<file path="src/rtl/fifo_ctrl_fwft.sv">
// First-word-fall-through FIFO controller for an external 1-cycle registered-read dual-port RAM.
// Head entry lives in the RAM read register; optional almost flags under FIFO_CTRL_STATUS_EN.
module fifo_ctrl_fwft #(
    parameter int ADDR_WIDTH          = 4,
    parameter int DATA_WIDTH          = 32
`ifdef FIFO_CTRL_STATUS_EN
    ,
    parameter int ALMOST_FULL_THRESH  = 12,
    parameter int ALMOST_EMPTY_THRESH = 2
`endif
) (
    input  logic                  clk,
    input  logic                  rst_n,
    input  logic                  wr_valid,
    output logic                  wr_ready,
    input  logic [DATA_WIDTH-1:0] wr_data,
    output logic                  rd_valid,
    input  logic                  rd_ready,
    output logic [DATA_WIDTH-1:0] rd_data,
    output logic [ADDR_WIDTH:0]   count,
    output logic [ADDR_WIDTH-1:0] ram_waddr,
    output logic                  ram_we,
    output logic [DATA_WIDTH-1:0] ram_din,
    output logic [ADDR_WIDTH-1:0] ram_raddr,
    output logic                  ram_re,
    input  logic [DATA_WIDTH-1:0] ram_dout
`ifdef FIFO_CTRL_STATUS_EN
    ,
    output logic                  almost_full,
    output logic                  almost_empty
`endif
);

    localparam logic [ADDR_WIDTH:0] FULL_CNT = {1'b1, {ADDR_WIDTH{1'b0}}};

    logic [ADDR_WIDTH:0] wptr, rptr, ram_cnt;
    logic [ADDR_WIDTH:0] wptr_nxt, rptr_nxt;
    logic                head_valid, head_nxt, pop;

    // Extra pointer MSB tells a full RAM apart from an empty one.
    assign ram_cnt   = wptr - rptr;
    assign count     = ram_cnt + {{ADDR_WIDTH{1'b0}}, head_valid};

    assign wr_ready  = (ram_cnt != FULL_CNT);
    assign ram_we    = wr_valid && wr_ready;
    assign ram_din   = wr_data;
    assign ram_waddr = wptr[ADDR_WIDTH-1:0];

    assign rd_valid  = head_valid;
    assign rd_data   = ram_dout;
    assign pop       = head_valid && rd_ready;

    // Refill the read register whenever it is empty or being drained this cycle;
    // only committed entries are read, so no write-to-read bypass is needed.
    assign ram_re    = (ram_cnt != '0) && (!head_valid || pop);
    assign ram_raddr = rptr[ADDR_WIDTH-1:0];

    assign wptr_nxt  = wptr + {{ADDR_WIDTH{1'b0}}, ram_we};
    assign rptr_nxt  = rptr + {{ADDR_WIDTH{1'b0}}, ram_re};
    assign head_nxt  = ram_re || (head_valid && !pop);

    always_ff @(posedge clk or negedge rst_n) begin
        if (!rst_n) begin
            wptr       <= '0;
            rptr       <= '0;
            head_valid <= 1'b0;
        end else begin
            wptr       <= wptr_nxt;
            rptr       <= rptr_nxt;
            head_valid <= head_nxt;
        end
    end

`ifdef FIFO_CTRL_STATUS_EN
    logic [ADDR_WIDTH:0] count_nxt;

    // Flags are registered from the next-state count so they line up with count.
    assign count_nxt = (wptr_nxt - rptr_nxt) + {{ADDR_WIDTH{1'b0}}, head_nxt};

    always_ff @(posedge clk or negedge rst_n) begin
        if (!rst_n) begin
            almost_full  <= 1'b0;
            almost_empty <= 1'b1;
        end else begin
            almost_full  <= (int'(count_nxt) >= ALMOST_FULL_THRESH);
            almost_empty <= (int'(count_nxt) <= ALMOST_EMPTY_THRESH);
        end
    end
`endif

endmodule

</file>
<file path="config.mk">
export PLATFORM = sky130hd
export DESIGN_NAME = fifo_ctrl_fwft
export DESIGN_NICKNAME = d
export VERILOG_FILES = /design/src/rtl/fifo_ctrl_fwft.sv
export SDC_FILE = /design/constraint.sdc
export NUM_CORES = 1
export LEC_CHECK = 0
export ABC_AREA = 1
export CORE_UTILIZATION = 28
export CTS_CLUSTER_DIAMETER = 200
export DETAILED_ROUTE_END_ITERATION = 8
export PLACE_DENSITY = 0.83
export SYNTH_ARGS = -nofsm -noshare
export SYNTH_HDL_FRONTEND = slang
export SYNTH_SLANG_ARGS = --single-unit
</file>
<file path="constraint.sdc">
create_clock -name clk -period 3.4 [get_ports clk]
set_clock_uncertainty 0.1 [all_clocks]
set_input_delay 1.02 -clock clk [delete_from_list [all_inputs] [get_ports clk]]
set_output_delay 1.02 -clock clk [all_outputs]
set_load 0.01 [all_outputs]
</file>
==> results of run 1 <==
## placed cells by master, fill, tap and decap left out, types with 2 or more instances in the layout
| master | count |
|---|---|
| dlymetal6s2s_1 | 5 |
| clkbuf_8 | 3 |
| ha_1 | 8 |
| inv_1 | 16 |
| nand2_1 | 20 |
| buf_4 | 2 |
| dfrtp_1 | 11 |
| a21oi_2 | 2 |
| ha_2 | 2 |
| a21oi_1 | 2 |
| nand3_1 | 12 |
| clkdlybuf4s50_1 | 13 |
| xor2_1 | 5 |
| nand2_2 | 2 |
| xnor2_1 | 2 |
| nor2_1 | 6 |
## power groups by stage
stage	combinational, mW	sequential, mW	clock (mW)
after floorplan	0.868	0.257	0
after global placement	1.19	0.268	0
after detailed placement	1.22	0.272	0
after CTS	1.19	0.271	0.135
after global routing	1.37	0.282	0.140
final	1.21	0.270	0.130
## per-layer routing
layer,up-vias,global-route usage
met5,-,0
met4,0,0.0578
met3,16,0.0274
met2,41,0.172
met1,327,0.0788
li1,350,-
## critical path, stage by stage (launching register included)
cell and delay, ns:
dfrtp_1 0.40, ha_2 0.18, inv_2 0.07, fa_2 0.46, buf_4 0.16, ha_2 0.17
and3_4 0.17, nor2_1 0.08, clkdlybuf4s15_1 0.25
## cell families after synthesis
group	synth area share
AO/OA/AOI/OAI	0.0211
adder cells (fa/ha/maj)	0.111
flip-flops	0.211
AND/OR/NAND/NOR	0.147
buffers and inverters	0.463
XOR/XNOR	0.0470
## registers in the layout, indices dropped and copies added (netlist names)
signal	count
rptr	5
rd_valid	1
wptr	5
## synth_stat cells (all sizes together)
cell	count	area, µm²
inv	17	63.8
xnor2	2	17.5
nor2	7	26.3
ha	10	125
and3	1	11.3
fa	1	20.0
buf	72	541
nand3	12	60.1
a21oi	4	27.5
nand4	1	6.26
dfrtp	11	275
xor2	5	43.8
nand2	22	87.6
## area by class of cell
class	instances	share of cell area
Timing Repair Buffer	22	0.201
Inverter	17	0.0576
Multi-Input combinational cell	65	0.393
Sequential cell	11	0.248
Clock inverter	1	0.00451
Tap cell	52	0.0587
Clock buffer	3	0.0372
## timing repair
action | in CTS | in global routing
hold endpoints to repair | 0 | 0
pin swaps | 1 | 2
setup endpoints to repair | 5 | 7
setup buffers | 0 | 1
resized for setup | 2 | 13
## per-stage QoR
stage | util | area (µm²) | hold slack, ns
CTS | 0.245 | 1080 | 0.442
floorplan | - | 1310 | 0.393
global route | 0.251 | 1110 | 0.474
detailed placement | 0.235 | 1040 | 0.432
global placement | 0.235 | 1040 | 0.414
finish | 0.251 | 1110 | 0.442
## final timing paths
path	start	endpoint	slack [ns]	cells past startpoint
min	wptr[2]$_DFF_PN0_	wptr[2]$_DFF_PN0_	0.44	1
max in group asynchronous	rst_n	rd_valid$_DFF_PN0_	1.85	1
max reg2reg	rptr[0]$_DFF_PN0_	rptr[4]$_DFF_PN0_	0.87	13
max	rptr[0]$_DFF_PN0_	count[2]	0.11	8
min reg2reg	wptr[2]$_DFF_PN0_	wptr[2]$_DFF_PN0_	0.44	1
min in group asynchronous	rst_n	rptr[3]$_DFF_PN0_	1.01	1
==> flow_summary.json, run 1 <==
{
  "slew_violations": 0,
  "post-place-cells": 166,
  "worst_setup_path_start_kind": "flop",
  "synth_area_um2": 1310,
  "clkPwrFrac": 0.081,
  "crit_type": "flop to output pin",
  "routed.top_layer": "met4",
  "wire_per_inst_um": 13.1,
  "layout_setup_ws_ns": 0.110,
  "grt_pass1_wl_um": 3550,
  "clkSlewWorstSetupHoldPaths_ns": 0.05,
  "start_util": 0.296,
  "die_area_um2": 4940,
  "htreeDepth": 1,
  "nNetsFinal": 199,
  "routed_wl_um": 2240,
  "place_congestion": 0.770,
  "via_per_inst": 4.29,
  "dr.pass1.iters": 4,
  "drt-met1-wl_um": 728,
  "place_ws_ns": 0.0309,
  "grt_max_degree": 12,
  "crit_fanout": 3,
  "final_cells": 171,
  "dp.final_hpwl_um": 1880,
  "postRouteAntennaNets": 0,
  "setup_viol": 0,
  "finalCritPeriodShare": 0.968,
  "clockRootBuffer": "clkbuf_8",
  "vdd_drop_max_uv": 529,
  "met2_wirelength_um": 1170,
  "multi_input_area_um2": 435,
  "p_total_mw": 1.61,
  "p_leak_nw": 0.575,
  "relSlewSlack": 0.670,
  "port-buffer-count": 20,
  "power.switching_mw": 0.735,
  "n_fill_cell": 465,
  "grt_overflow": 0,
  "met3_length_um": 244,
  "period_minus_slack_ns": 3.29,
  "arrival_ns": 2.17,
  "ys_types": 15,
  "min_path_type": "flop to flop",
  "route.detailed.drc": 0,
  "diodes": 0,
  "vias": 734,
  "synth-seq-cells": 11,
  "track_usage": 0.0898,
  "postSynthAreaPerCell_um2": 7.91,
  "cts.sinks": 11,
  "die_y_um": 70.3,
  "worst_slew_pin_slew_ns": 0.494,
  "synthCells": 165,
  "clkLatencyLatePin_ns": 0.24,
  "outcome": "finished clean",
  "setup_tns_ns": 0,
  "worstPathRequired_ns": 2.28,
  "syn_nets": 244,
  "cts_made_buffers": 3,
  "ys_warn_count": 0,
  "ios": 149,
  "sequentialPowerShare": 0.167,
  "internal_power_mw": 0.877,
  "synthToLayoutAreaGrowth_pct": -15.1,
  "rows": 24,
  "combinationalPowerShare": 0.752,
  "holdBufCountCts": 0,
  "fmax_mhz": 304,
  "endpoint_kind": "output pin",
  "drive_gt1_frac": 0.143,
  "seq_area_frac_synth": 0.211,
  "core-area_um2": 4410,
  "cts_tree": "built",
  "swShare": 0.456,
  "grt_pass1_vias": 758,
  "die_w_um": 70.3,
  "ff_latch_area_um2": 275,
  "antenna_found_initial": 0,
  "final_hold_viol_count": 0,
  "clockBufferDepth": 2,
  "maxCapViolations": 0,
  "drt_iter0_drc": 11,
  "p_per_area_nw_per_um2": 1450
}
No activity file was read; power rests on OpenSTA's default activity.
==> run 2, diff against run 1 <==
==> constraint.sdc (replaced) <==
create_clock -name clk -period 3.1 [get_ports clk]
set_clock_uncertainty 0.1 [all_clocks]
set_input_delay 0.93 -clock clk [delete_from_list [all_inputs] [get_ports clk]]
set_output_delay 0.93 -clock clk [all_outputs]
set_load 0.01 [all_outputs]
==> flow_summary.json, run 2 (synthesis results as in run 1) <==
{
  "outcome": "finished with violations",
  "violations": "setup timing",
  "clockBufferDepth": 2,
  "ios": 149,
  "p_leak_nw": 0.593,
  "port-buffer-count": 20,
  "clkSlewWorstSetupHoldPaths_ns": 0.05,
  "finalCritPeriodShare": 1.01,
  "cp_slowest_cell": "fa_2",
  "synthToLayoutAreaGrowth_pct": -8.63,
  "r2r_start": "wptr[0]$_DFF_PN0_",
  "setup_viol": 3,
  "ff_latch_area_um2": 275,
  "min_path_type": "flop to flop",
  "drt_iter0_drc": 4,
  "route.detailed.drc": 0,
  "postRouteAntennaNets": 0,
  "die_y_um": 70.3,
  "path_cells": "inv_1, ha_2, inv_2, fa_2, inv_2, nand2_2, a21oi_2, nand3_2, buf_6, nor2_4, nor2_2, buf_2",
  "cp_common_cell": "inv_2",
  "diodes": 0,
  "grt_pass1_wl_um": 3750,
  "final_hold_viol_count": 0,
  "die_area_um2": 4940,
  "path_delay_family": "adder cells",
  "worstPathRequired_ns": 2.07,
  "core-area_um2": 4410,
  "slew_violations": 0,
  "n_fill_cell": 454,
  "vias": 774,
  "grt_max_degree": 12,
  "final_cells": 182,
  "cp-startpoint": "wptr[0]$_DFF_PN0_",
  "setup_tns_ns": -0.0376,
  "dp.final_hpwl_um": 2010,
  "cts_made_buffers": 3,
  "wire_per_inst_um": 12.9,
  "die_w_um": 70.3,
  "path_buf_inv": 5,
  "grt_pass1_vias": 839,
  "endpoint_kind": "output pin",
  "post-place-cells": 176,
  "hold_depth": 1,
  "cts.sinks": 11,
  "combinationalPowerShare": 0.784,
  "layout_setup_ws_ns": -0.0249,
  "maxCapViolations": 0,
  "routed_wl_um": 2350,
  "place_congestion": 0.713,
  "worst_slew_pin_slew_ns": 0.491,
  "internal_power_mw": 1.05,
  "r2r_slack_ns": 0.42,
  "dr.pass1.iters": 2,
  "r2r-end": "wptr[4]$_DFF_PN0_",
  "post_dp_cell_area_um2": 1110,
  "grt_setup_unrepaired": "yes",
  "clockRootBuffer": "clkbuf_8",
  "multi_input_area_um2": 460,
  "endpoint": "ram_we",
  "fmax_mhz": 320,
  "p_per_area_nw_per_um2": 1610,
  "period_minus_slack_ns": 3.12,
  "rows": 24,
  "drive_gt1_frac": 0.300,
  "worst_setup_path_start_kind": "flop",
  "power.switching_mw": 0.874,
  "track_usage": 0.0966,
  "p_total_mw": 1.92,
  "antenna_found_initial": 0,
  "sequentialPowerShare": 0.141,
  "htreeDepth": 1,
  "final_cell_mix": "nand2_1 (19), inv_1 (14), clkdlybuf4s50_1 (13), buf_4 (12)",
  "arrival_ns": 2.09,
  "crit_fanout": 3,
  "final_common_cell": "nand2_1",
  "via_per_inst": 4.25,
  "reg2reg_depth": 16,
  "max_stage_delay_ns": 0.45,
  "grt_overflow": 0,
  "cts_tree": "built",
  "crit_cells": 12,
  "nNetsFinal": 210,
  "final_cell_area_um2": 1190,
  "clkPwrFrac": 0.076,
  "clkLatencyLatePin_ns": 0.24,
  "start_util": 0.296,
  "vdd_drop_max_uv": 535,
  "swShare": 0.454,
  "relSlewSlack": 0.672,
  "crit_type": "flop to output pin"
}
[run 2: changes by cell type in the layout (fill, tap and decap cells not counted), sizes merged]
cell,previous run,this run
clkinv,1,0
dlymetal6s2s,5,0
clkbuf,4,7
buf,2,15
dlygate4sd2,0,1
[run 2: layout make-up]
cell class                      count  share of cell area
Clock buffer                        4              0.0378
Multi-Input combinational cell     65               0.386
Timing Repair Buffer               33               0.237
Sequential cell                    11               0.231
Tap cell                           52              0.0546
Inverter                           17              0.0535
[run 2: power groups by stage]
stage	Combinational, mW	Sequential [mW]	Clock, mW
after floorplan	0.952	0.282	0
after global placement	1.47	0.266	0
after detailed placement	1.50	0.272	0
after CTS	1.46	0.270	0.150
after global routing	1.70	0.280	0.158
final	1.51	0.271	0.145
[run 2: worst min-delay path by stage]
| stage | from | end | slack (ns) |
|---|---|---|---|
| global route | wptr[3]$_DFF_PN0_ | wptr[3]$_DFF_PN0_ | 0.47 |
| CTS | wptr[3]$_DFF_PN0_ | wptr[3]$_DFF_PN0_ | 0.44 |
| global placement | wptr[3]$_DFF_PN0_ | wptr[3]$_DFF_PN0_ | 0.42 |
| finish | wptr[3]$_DFF_PN0_ | wptr[3]$_DFF_PN0_ | 0.45 |
| floorplan | wptr[3]$_DFF_PN0_ | wptr[3]$_DFF_PN0_ | 0.39 |
| detailed placement | wptr[3]$_DFF_PN0_ | wptr[3]$_DFF_PN0_ | 0.43 |
[run 2: what timing repair did]
item                                    CTS  global route
endpoints found under the setup margin    7             6
cloned                                    0             0
hold buffers                              0             0
pin swaps                                 3             3
resized for setup                        21            16
setup buffers                             0             2
[run 2: through the flow]
step / setup slack, ns / hold slack [ns] / utilization
2_1_floorplan: 0.398 / 0.393 / -
3_3_place_gp: -0.107 / 0.423 / 0.252
3_5_place_dp: -0.133 / 0.433 / 0.252
4_1_cts: -0.151 / 0.436 / 0.263
5_1_grt: -0.131 / 0.472 / 0.270
6_report: -0.0249 / 0.448 / 0.270
[run 2: worst register-to-register path, delay by kind of cell, from the launching register on]
kind,cells,cell delay [ns]
and+or+nand+nor,5,0.41
buffers and inverters,5,0.44
adders and majority gates,4,1.00
DFF,1,0.38
AOI/OAI and AO/OA,1,0.11
xor gates and xnor gates,1,0.16
[run 2: per-layer routing]
metal / vias to the layer above / track usage / wire [µm]
li1: 368 / - / -
met1: 349 / 0.0819 / 740
met2: 41 / 0.185 / 1280
met3: 16 / 0.0202 / 231
met4: 0 / 0.0844 / 98
met5: - / 0 / 0
